<file path="src/rtl/mem_bus_arbiter_if.sv">
// ----------------------------------------------------------------------------
// mem_bus_arbiter_if
//
// Command/completion channel between the memory bus arbiter and the
// downstream cache-to-memory bus controller.
//
//   dn_valid  arbiter -> ctrl  command valid (held until dn_ready)
//   dn_ready  ctrl -> arbiter  command accepted
//   dn_store  arbiter -> ctrl  1 = store, 0 = load
//   dn_addr   arbiter -> ctrl  transaction address
//   dn_id     arbiter -> ctrl  requester index owning the transaction
//   dn_done   ctrl -> arbiter  one-cycle transaction-complete pulse
//
// Modports: master = arbiter side, slave = bus controller side.
// ----------------------------------------------------------------------------
interface mem_bus_arbiter_if #(
    parameter int NREQ       = 2,
    parameter int ADDR_WIDTH = 64
);
    localparam int IDW = (NREQ > 1) ? $clog2(NREQ) : 1;

    logic                  dn_valid;
    logic                  dn_ready;
    logic                  dn_store;
    logic [ADDR_WIDTH-1:0] dn_addr;
    logic [IDW-1:0]        dn_id;
    logic                  dn_done;

    modport master (
        output dn_valid, dn_store, dn_addr, dn_id,
        input  dn_ready, dn_done
    );

    modport slave (
        input  dn_valid, dn_store, dn_addr, dn_id,
        output dn_ready, dn_done
    );
endinterface

</file>
<file path="src/rtl/mem_bus_arbiter.sv">
// ----------------------------------------------------------------------------
// mem_bus_arbiter
//
// Round-robin arbiter/sequencer sharing one cache-to-memory bus controller
// among NREQ cache requesters. One request is granted at a time, issued on
// the dn channel with a valid/ready handshake, and tracked until dn_done or
// until TIMEOUT cycles pass, after which the owner gets a done (+err) pulse.
//
// Ports:
//   clk           rising-edge clock
//   reset         asynchronous, active-low reset
//   req_valid     per-requester request pending (held until req_done)
//   req_store     per-requester 1 = store, 0 = load
//   req_addr      per-requester address, packed [NREQ-1:0][ADDR_WIDTH-1:0]
//   req_grant     one-hot owner from ISSUE through RESP
//   req_done      one-cycle completion pulse to the owner
//   req_err       one-cycle pulse with req_done when the transaction timed out
//   snoop_hold    blocks new grants while high (in-flight work continues)
//   dn            master side of mem_bus_arbiter_if (bus controller channel)
//   busy          high whenever the sequencer is not idle
//   timeout_flag  sticky timeout indicator, cleared only by reset
//
// All outputs decode registered state/latches; no input-to-output paths.
// ----------------------------------------------------------------------------
module mem_bus_arbiter #(
    parameter int NREQ       = 2,
    parameter int ADDR_WIDTH = 64,
    parameter int TIMEOUT    = 1024
) (
    input  logic                             clk,
    input  logic                             reset,
    input  logic [NREQ-1:0]                  req_valid,
    input  logic [NREQ-1:0]                  req_store,
    input  logic [NREQ-1:0][ADDR_WIDTH-1:0]  req_addr,
    output logic [NREQ-1:0]                  req_grant,
    output logic [NREQ-1:0]                  req_done,
    output logic [NREQ-1:0]                  req_err,
    input  logic                             snoop_hold,
    mem_bus_arbiter_if.master                dn,
    output logic                             busy,
    output logic                             timeout_flag
);

    localparam int IDW   = (NREQ > 1) ? $clog2(NREQ) : 1;
    localparam int IDX_W = IDW + 1;
    // Counter must be able to hold TIMEOUT itself: when dn_ready wins on the
    // expiry cycle the transaction enters WAIT with the count already past
    // TIMEOUT-1, and the expiry test below is a >= so it fires on that WAIT
    // cycle instead of waiting for a wrap.
    localparam int CNT_W = $clog2(TIMEOUT + 1);
    localparam logic [CNT_W-1:0] CNT_LAST = CNT_W'(TIMEOUT - 1);

    typedef enum logic [1:0] {
        S_IDLE  = 2'd0,
        S_ISSUE = 2'd1,
        S_WAIT  = 2'd2,
        S_RESP  = 2'd3
    } state_e;

    state_e                  state_q, state_d;
    logic [IDW-1:0]          rr_ptr_q, rr_ptr_d;
    logic [IDW-1:0]          cur_id_q, cur_id_d;
    logic                    cur_store_q, cur_store_d;
    logic [ADDR_WIDTH-1:0]   cur_addr_q, cur_addr_d;
    logic [CNT_W-1:0]        cnt_q, cnt_d;
    logic                    err_q, err_d;
    logic                    timeout_flag_q, timeout_flag_d;

    logic                    win_found;
    logic [IDW-1:0]          win_id;

    // Round-robin winner: first pending requester at or above rr_ptr,
    // wrapping modulo NREQ.
    always_comb begin
        logic [IDX_W-1:0] idx;
        win_found = 1'b0;
        win_id    = '0;
        idx       = '0;
        for (int i = 0; i < NREQ; i++) begin
            idx = {1'b0, rr_ptr_q} + IDX_W'(i);
            if (idx >= IDX_W'(NREQ)) begin
                idx = idx - IDX_W'(NREQ);
            end
            if (!win_found && req_valid[idx[IDW-1:0]]) begin
                win_found = 1'b1;
                win_id    = idx[IDW-1:0];
            end
        end
    end

    // Next-state logic
    always_comb begin
        state_d        = state_q;
        rr_ptr_d       = rr_ptr_q;
        cur_id_d       = cur_id_q;
        cur_store_d    = cur_store_q;
        cur_addr_d     = cur_addr_q;
        cnt_d          = cnt_q;
        err_d          = err_q;
        timeout_flag_d = timeout_flag_q;

        unique case (state_q)
            S_IDLE: begin
                if (win_found && !snoop_hold) begin
                    state_d     = S_ISSUE;
                    cur_id_d    = win_id;
                    cur_store_d = req_store[win_id];
                    cur_addr_d  = req_addr[win_id];
                    cnt_d       = '0;
                    err_d       = 1'b0;
                end
            end

            S_ISSUE: begin
                cnt_d = cnt_q + 1'b1;
                // dn_ready takes precedence over expiry on the same cycle.
                if (dn.dn_ready) begin
                    state_d = S_WAIT;
                end else if (cnt_q >= CNT_LAST) begin
                    state_d        = S_RESP;
                    err_d          = 1'b1;
                    timeout_flag_d = 1'b1;
                end
            end

            S_WAIT: begin
                cnt_d = cnt_q + 1'b1;
                // dn_done takes precedence over expiry on the same cycle.
                if (dn.dn_done) begin
                    state_d = S_RESP;
                end else if (cnt_q >= CNT_LAST) begin
                    state_d        = S_RESP;
                    err_d          = 1'b1;
                    timeout_flag_d = 1'b1;
                end
            end

            S_RESP: begin
                state_d  = S_IDLE;
                rr_ptr_d = (cur_id_q == IDW'(NREQ - 1)) ? '0 : cur_id_q + 1'b1;
            end

            default: begin
                state_d = S_IDLE;
            end
        endcase
    end

    always_ff @(posedge clk or negedge reset) begin
        if (!reset) begin
            state_q        <= S_IDLE;
            rr_ptr_q       <= '0;
            cur_id_q       <= '0;
            cur_store_q    <= 1'b0;
            cur_addr_q     <= '0;
            cnt_q          <= '0;
            err_q          <= 1'b0;
            timeout_flag_q <= 1'b0;
        end else begin
            state_q        <= state_d;
            rr_ptr_q       <= rr_ptr_d;
            cur_id_q       <= cur_id_d;
            cur_store_q    <= cur_store_d;
            cur_addr_q     <= cur_addr_d;
            cnt_q          <= cnt_d;
            err_q          <= err_d;
            timeout_flag_q <= timeout_flag_d;
        end
    end

    // Per-requester outputs decoded from the registered owner id and state.
    always_comb begin
        req_grant = '0;
        req_done  = '0;
        req_err   = '0;
        for (int i = 0; i < NREQ; i++) begin
            if (cur_id_q == IDW'(i)) begin
                req_grant[i] = (state_q != S_IDLE);
                req_done[i]  = (state_q == S_RESP);
                req_err[i]   = (state_q == S_RESP) && err_q;
            end
        end
    end

    assign dn.dn_valid  = (state_q == S_ISSUE);
    assign dn.dn_store  = cur_store_q;
    assign dn.dn_addr   = cur_addr_q;
    assign dn.dn_id     = cur_id_q;

    assign busy         = (state_q != S_IDLE);
    assign timeout_flag = timeout_flag_q;

endmodule
</file>
<file path="src/flat_wrapper.sv">
// flat-port wrapper written by rule: the top's interface ports become plain ports
module mem_bus_arbiter_flat 
#(
    parameter int NREQ       = 2,
    parameter int ADDR_WIDTH = 64,
    parameter int TIMEOUT    = 1024
)
  (clk, reset, req_valid, req_store, req_addr, req_grant, req_done, req_err, snoop_hold, busy, timeout_flag, dn_dn_valid, dn_dn_store, dn_dn_addr, dn_dn_id, dn_dn_ready, dn_dn_done);
  mem_bus_arbiter_if #(.NREQ(NREQ), .ADDR_WIDTH(ADDR_WIDTH)) dn_i ();
  input  logic clk;
  input  logic reset;
  input  logic [NREQ-1:0] req_valid;
  input  logic [NREQ-1:0] req_store;
  input  logic [NREQ-1:0][ADDR_WIDTH-1:0] req_addr;
  output logic [NREQ-1:0] req_grant;
  output logic [NREQ-1:0] req_done;
  output logic [NREQ-1:0] req_err;
  input  logic snoop_hold;
  output logic busy;
  output logic timeout_flag;
  output wire logic [$bits(dn_i.dn_valid)-1:0] dn_dn_valid;
  output wire logic [$bits(dn_i.dn_store)-1:0] dn_dn_store;
  output wire logic [$bits(dn_i.dn_addr)-1:0] dn_dn_addr;
  output wire logic [$bits(dn_i.dn_id)-1:0] dn_dn_id;
  input wire logic [$bits(dn_i.dn_ready)-1:0] dn_dn_ready;
  input wire logic [$bits(dn_i.dn_done)-1:0] dn_dn_done;
  assign dn_dn_valid = dn_i.dn_valid;
  assign dn_dn_store = dn_i.dn_store;
  assign dn_dn_addr = dn_i.dn_addr;
  assign dn_dn_id = dn_i.dn_id;
  assign dn_i.dn_ready = dn_dn_ready;
  assign dn_i.dn_done = dn_dn_done;
  mem_bus_arbiter #(.NREQ(NREQ), .ADDR_WIDTH(ADDR_WIDTH), .TIMEOUT(TIMEOUT)) u_core (.clk(clk), .reset(reset), .req_valid(req_valid), .req_store(req_store), .req_addr(req_addr), .req_grant(req_grant), .req_done(req_done), .req_err(req_err), .snoop_hold(snoop_hold), .dn(dn_i), .busy(busy), .timeout_flag(timeout_flag));
endmodule
</file>
<file path="config.mk">
export PLATFORM = sky130hd
export DESIGN_NAME = mem_bus_arbiter_flat
export DESIGN_NICKNAME = d
export VERILOG_FILES = /design/src/rtl/mem_bus_arbiter_if.sv /design/src/rtl/mem_bus_arbiter.sv /design/src/flat_wrapper.sv
export SDC_FILE = /design/constraint.sdc
export NUM_CORES = 1
export LEC_CHECK = 0
export BUFFER_PORTS_ARGS = -buffer_cell sky130_fd_sc_hd__buf_4
export CORE_MARGIN = 2
export CORE_UTILIZATION = 31
export CTS_CLUSTER_SIZE = 16
export DETAILED_ROUTE_END_ITERATION = 8
export GPL_TIMING_DRIVEN = 0
export PLACE_DENSITY = 0.67
export SYNTH_ARGS = -nofsm -noshare
export SYNTH_HDL_FRONTEND = slang
export SYNTH_SLANG_ARGS = --single-unit
</file>
<file path="constraint.sdc">
create_clock -name clk -period 1.9 [get_ports clk]
set_input_delay 0.095 -clock clk [delete_from_list [all_inputs] [get_ports clk]]
set_output_delay 0.095 -clock clk [all_outputs]
set_load 0.05 [all_outputs]
</file>
==> results.txt <==
Status -> completed
Kind of critical path -> register to register
I/O pins -> 212
Skew final -> 0.00521 ns
Commonest non-fill, non-tap cell in the layout -> buf_4
Period utilisation layout -> 97.8%
CP endpoint kind -> register
Final setup violation count -> 0
Worst skew pair latency -> 0.34 ns
Startpoint Class -> register
Fmax -> 538 MHz
Cell count after synthesis -> 393
Primary FF master, synth -> dfrtp_1
Met1 GRT Util -> 21.6%
Fin. Hold Viols -> 0
PortBufs -> 211
Critical path fanouts, max -> 9
ANT cells -> 0
Total track usage -> 17.9%
Vias in the first global route -> 3872
Overall power -> 0.0110 W
FFs w/ async S/R, synth -> 100%
Area of the mapped netlist -> 0.00397 mm2
R2r worst-path depth -> 7
Worst hold path class -> input pin to register
Routed wire per std cell -> 15.3 um
Worst R2R Start -> u_core.state_q[1]$_DFFE_PN0P_
Initial antenna violation count -> 0
Syn. warnings -> 0
Vias -> 3795
Number of distinct library cells after synthesis -> 41
DR vias/cell -> 4.76
Final setup margin -> 0.0412 ns
Worst-path clk slew -> 0.06 ns
Max Cap Viol -> 0
Iter 0 DRT Violations -> 115
Core Area -> 0.0126 mm2
Most frequent cells in the layout -> buf_4, dfrtp_1, nand2_1
Leakage Power -> 3.24 nW
P&R area growth vs syn -> 57.9%
Chip Width -> 117 um
Worst slew pin tran -> 1.05 ns
GR met3 Demand/Resource -> 4.69%
Post-synthesis register bit count -> 82
Bufs on Longest Clock Path -> 2
Layout cells sized above 1 -> 42.5%
Final wirelength -> 12200 um
Sequential share of the synthesized area -> 51.7%
Htree depth -> 3
Busiest grt layer -> met2
Unrepaired setup endpoints after global routing -> true
Drt drc -> 0
Largest net degree at the start of global routing -> 83
WP data arrival -> 2.12 ns
Crit. Startpoint -> u_core.state_q[1]$_DFFE_PN0P_
Slew Limit Fails -> 0
Detail Route Antenna Nets -> 0
CTS tree -> built
Pwr/cell area -> 1760 mW/mm2
Number of flops mapped to enable cells by yosys -> 0
CP Capture Point -> u_core.cnt_q[9]$_DFFE_PN0P_
Post-synth net total -> 536
GR Overflow Total -> 0
Clock root cell -> clkbuf_16
First-pass GRT wire length -> 18900 um
Initial Util -> 31.6%
FF-to-FF setup slack -> 0.04 ns
R2r endpoint -> u_core.cnt_q[9]$_DFFE_PN0P_
Worst vdd ir -> 800 uV
NumNets Final -> 764
GPL Wtd Cong -> 0.782
GR Util met2 -> 30.4%
Row cnt -> 41
Die height -> 117 um
Clock sinks -> 82
Pre-antenna DRT Iters -> 5
Area of the die -> 0.0137 mm2
Critical Path RT -> 2.16 ns
Num CTS Buffers -> 9
Final HPWL DP -> 9200 um
Minimum clock period -> 1.86 ns
Placement Setup Slack -> -0.494 ns
Mean post-synth cell area -> 10.1 um2
Slew Limit Headroom -> 29.8%
where the power goes:
group / internal (W) / switching [W] / leakage, nW
registers: 0.00248 / 0.000456 / 1.03
logic: 0.00184 / 0.00408 / 2.03
clock network: 0.00145 / 0.000682 / 0.180
stage by stage:
stage | area, um2 | hold WS [ns] | TNS [ns] | util [%] | cells
floorplan | 3970 | -0.201 | 0 | - | 393
global placement | 5770 | 0.342 | -23.45 | 45.9 | 776
detailed placement | 5770 | 0.365 | -28.89 | 45.9 | 776
CTS | 6210 | 0.0353 | 0 | 49.4 | 797
global route | 6260 | 0.0532 | -0.0462 | 49.8 | 798
finish | 6260 | 0.0419 | 0 | 49.8 | 798
worst max-delay path, stage by stage (launching register included):
cell and delay [ns]:
dfrtp_1 0.38, inv_2 0.06, ha_2 0.32, buf_6 0.14
nor2_2 0.07, a21o_1 0.19, or4_4 0.48, a21oi_2 0.15
cell usage after synthesis (2+ instances only):
cell      count  area (um2)
buf_2         7        35.0
dfrtp_1      82        2050
o21bai_1      2        15.0
nor3_1        3        15.0
mux2i_1      67         671
buf_1         2        7.51
a211oi_1      3        22.5
clkbuf_1     14        52.6
o31ai_1       2        15.0
a21oi_1       7        35.0
o21ai_0      70         350
inv_1         8        30.0
ha_1          6        75.1
nor2b_1       4        25.0
or3_1         2        12.5
and2_1        2        12.5
xnor2_1       2        17.5
nand2_1      78         293
nor2_1        8        30.0
nand2b_1      2        12.5
or4_1         2        15.0
kinds of logic (layout without fill, tap and decap cells):
kind of cell | count (synthesis) | count (layout) | share of synthesized area, %
AO/OA/AOI/OAI | 97 | 97 | 14.0
XOR/XNOR | 2 | 2 | 0.442
adder cells (fa/ha/maj) | 6 | 6 | 1.89
buffers and inverters | 31 | 264 | 3.15
flip-flops | 82 | 82 | 51.7
multiplexers | 67 | 67 | 16.9
AND/OR/NAND/NOR | 108 | 108 | 11.9
worst min path at each step:
stage	startpoint	endpoint	depth (start not counted)
floorplan	reset	u_core.cnt_q[0]$_DFFE_PN0P_	0
global placement	reset	u_core.state_q[1]$_DFFE_PN0P_	1
detailed placement	reset	u_core.state_q[1]$_DFFE_PN0P_	1
CTS	req_addr[82]	u_core.dn.dn_addr[18]$_DFFE_PN0P_	3
global route	req_addr[122]	u_core.dn.dn_addr[58]$_DFFE_PN0P_	3
finish	req_addr[82]	u_core.dn.dn_addr[18]$_DFFE_PN0P_	3
final cells by class:
type | instances | area (um2)
Clock inverter | 5 | 125
Clock buffer | 11 | 243
Inverter | 8 | 30.0
Fill cell | 1211 | 6310
Sequential cell | 82 | 2050
Multi-Input combinational cell | 280 | 1840
Timing Repair Buffer | 217 | 1630
Tap cell | 172 | 215
Buffer | 23 | 120
registers in the layout, indices dropped and copies added, names as in the netlist:
name	count
u_core.dn.dn_store	1
u_core.state_q	2
u_core.rr_ptr_q	1
u_core.err_q	1
u_core.cnt_q	11
u_core.dn.dn_id	1
u_core.timeout_flag	1
u_core.dn.dn_addr	64
layer usage:
| metal | vias to the layer above | share of wire, % |
|---|---|---|
| met2 | 139 | 51 |
| met1 | 1804 | 41 |
| met3 | 22 | 6.1 |
| met5 | - | 0 |
| li1 | 1830 | - |
| met4 | 0 | 2.2 |
repair_timing:
| action | CTS | global route |
|---|---|---|
| endpoints found under the hold margin | 16 | 0 |
| hold buffers | 1 | 0 |
| buffers inserted | 4 | 1 |
| resized for setup | 15 | 15 |
| pin swaps | 0 | 2 |
| endpoints found under the setup margin | 71 | 66 |
No activity file was read; power rests on OpenSTA's default activity.
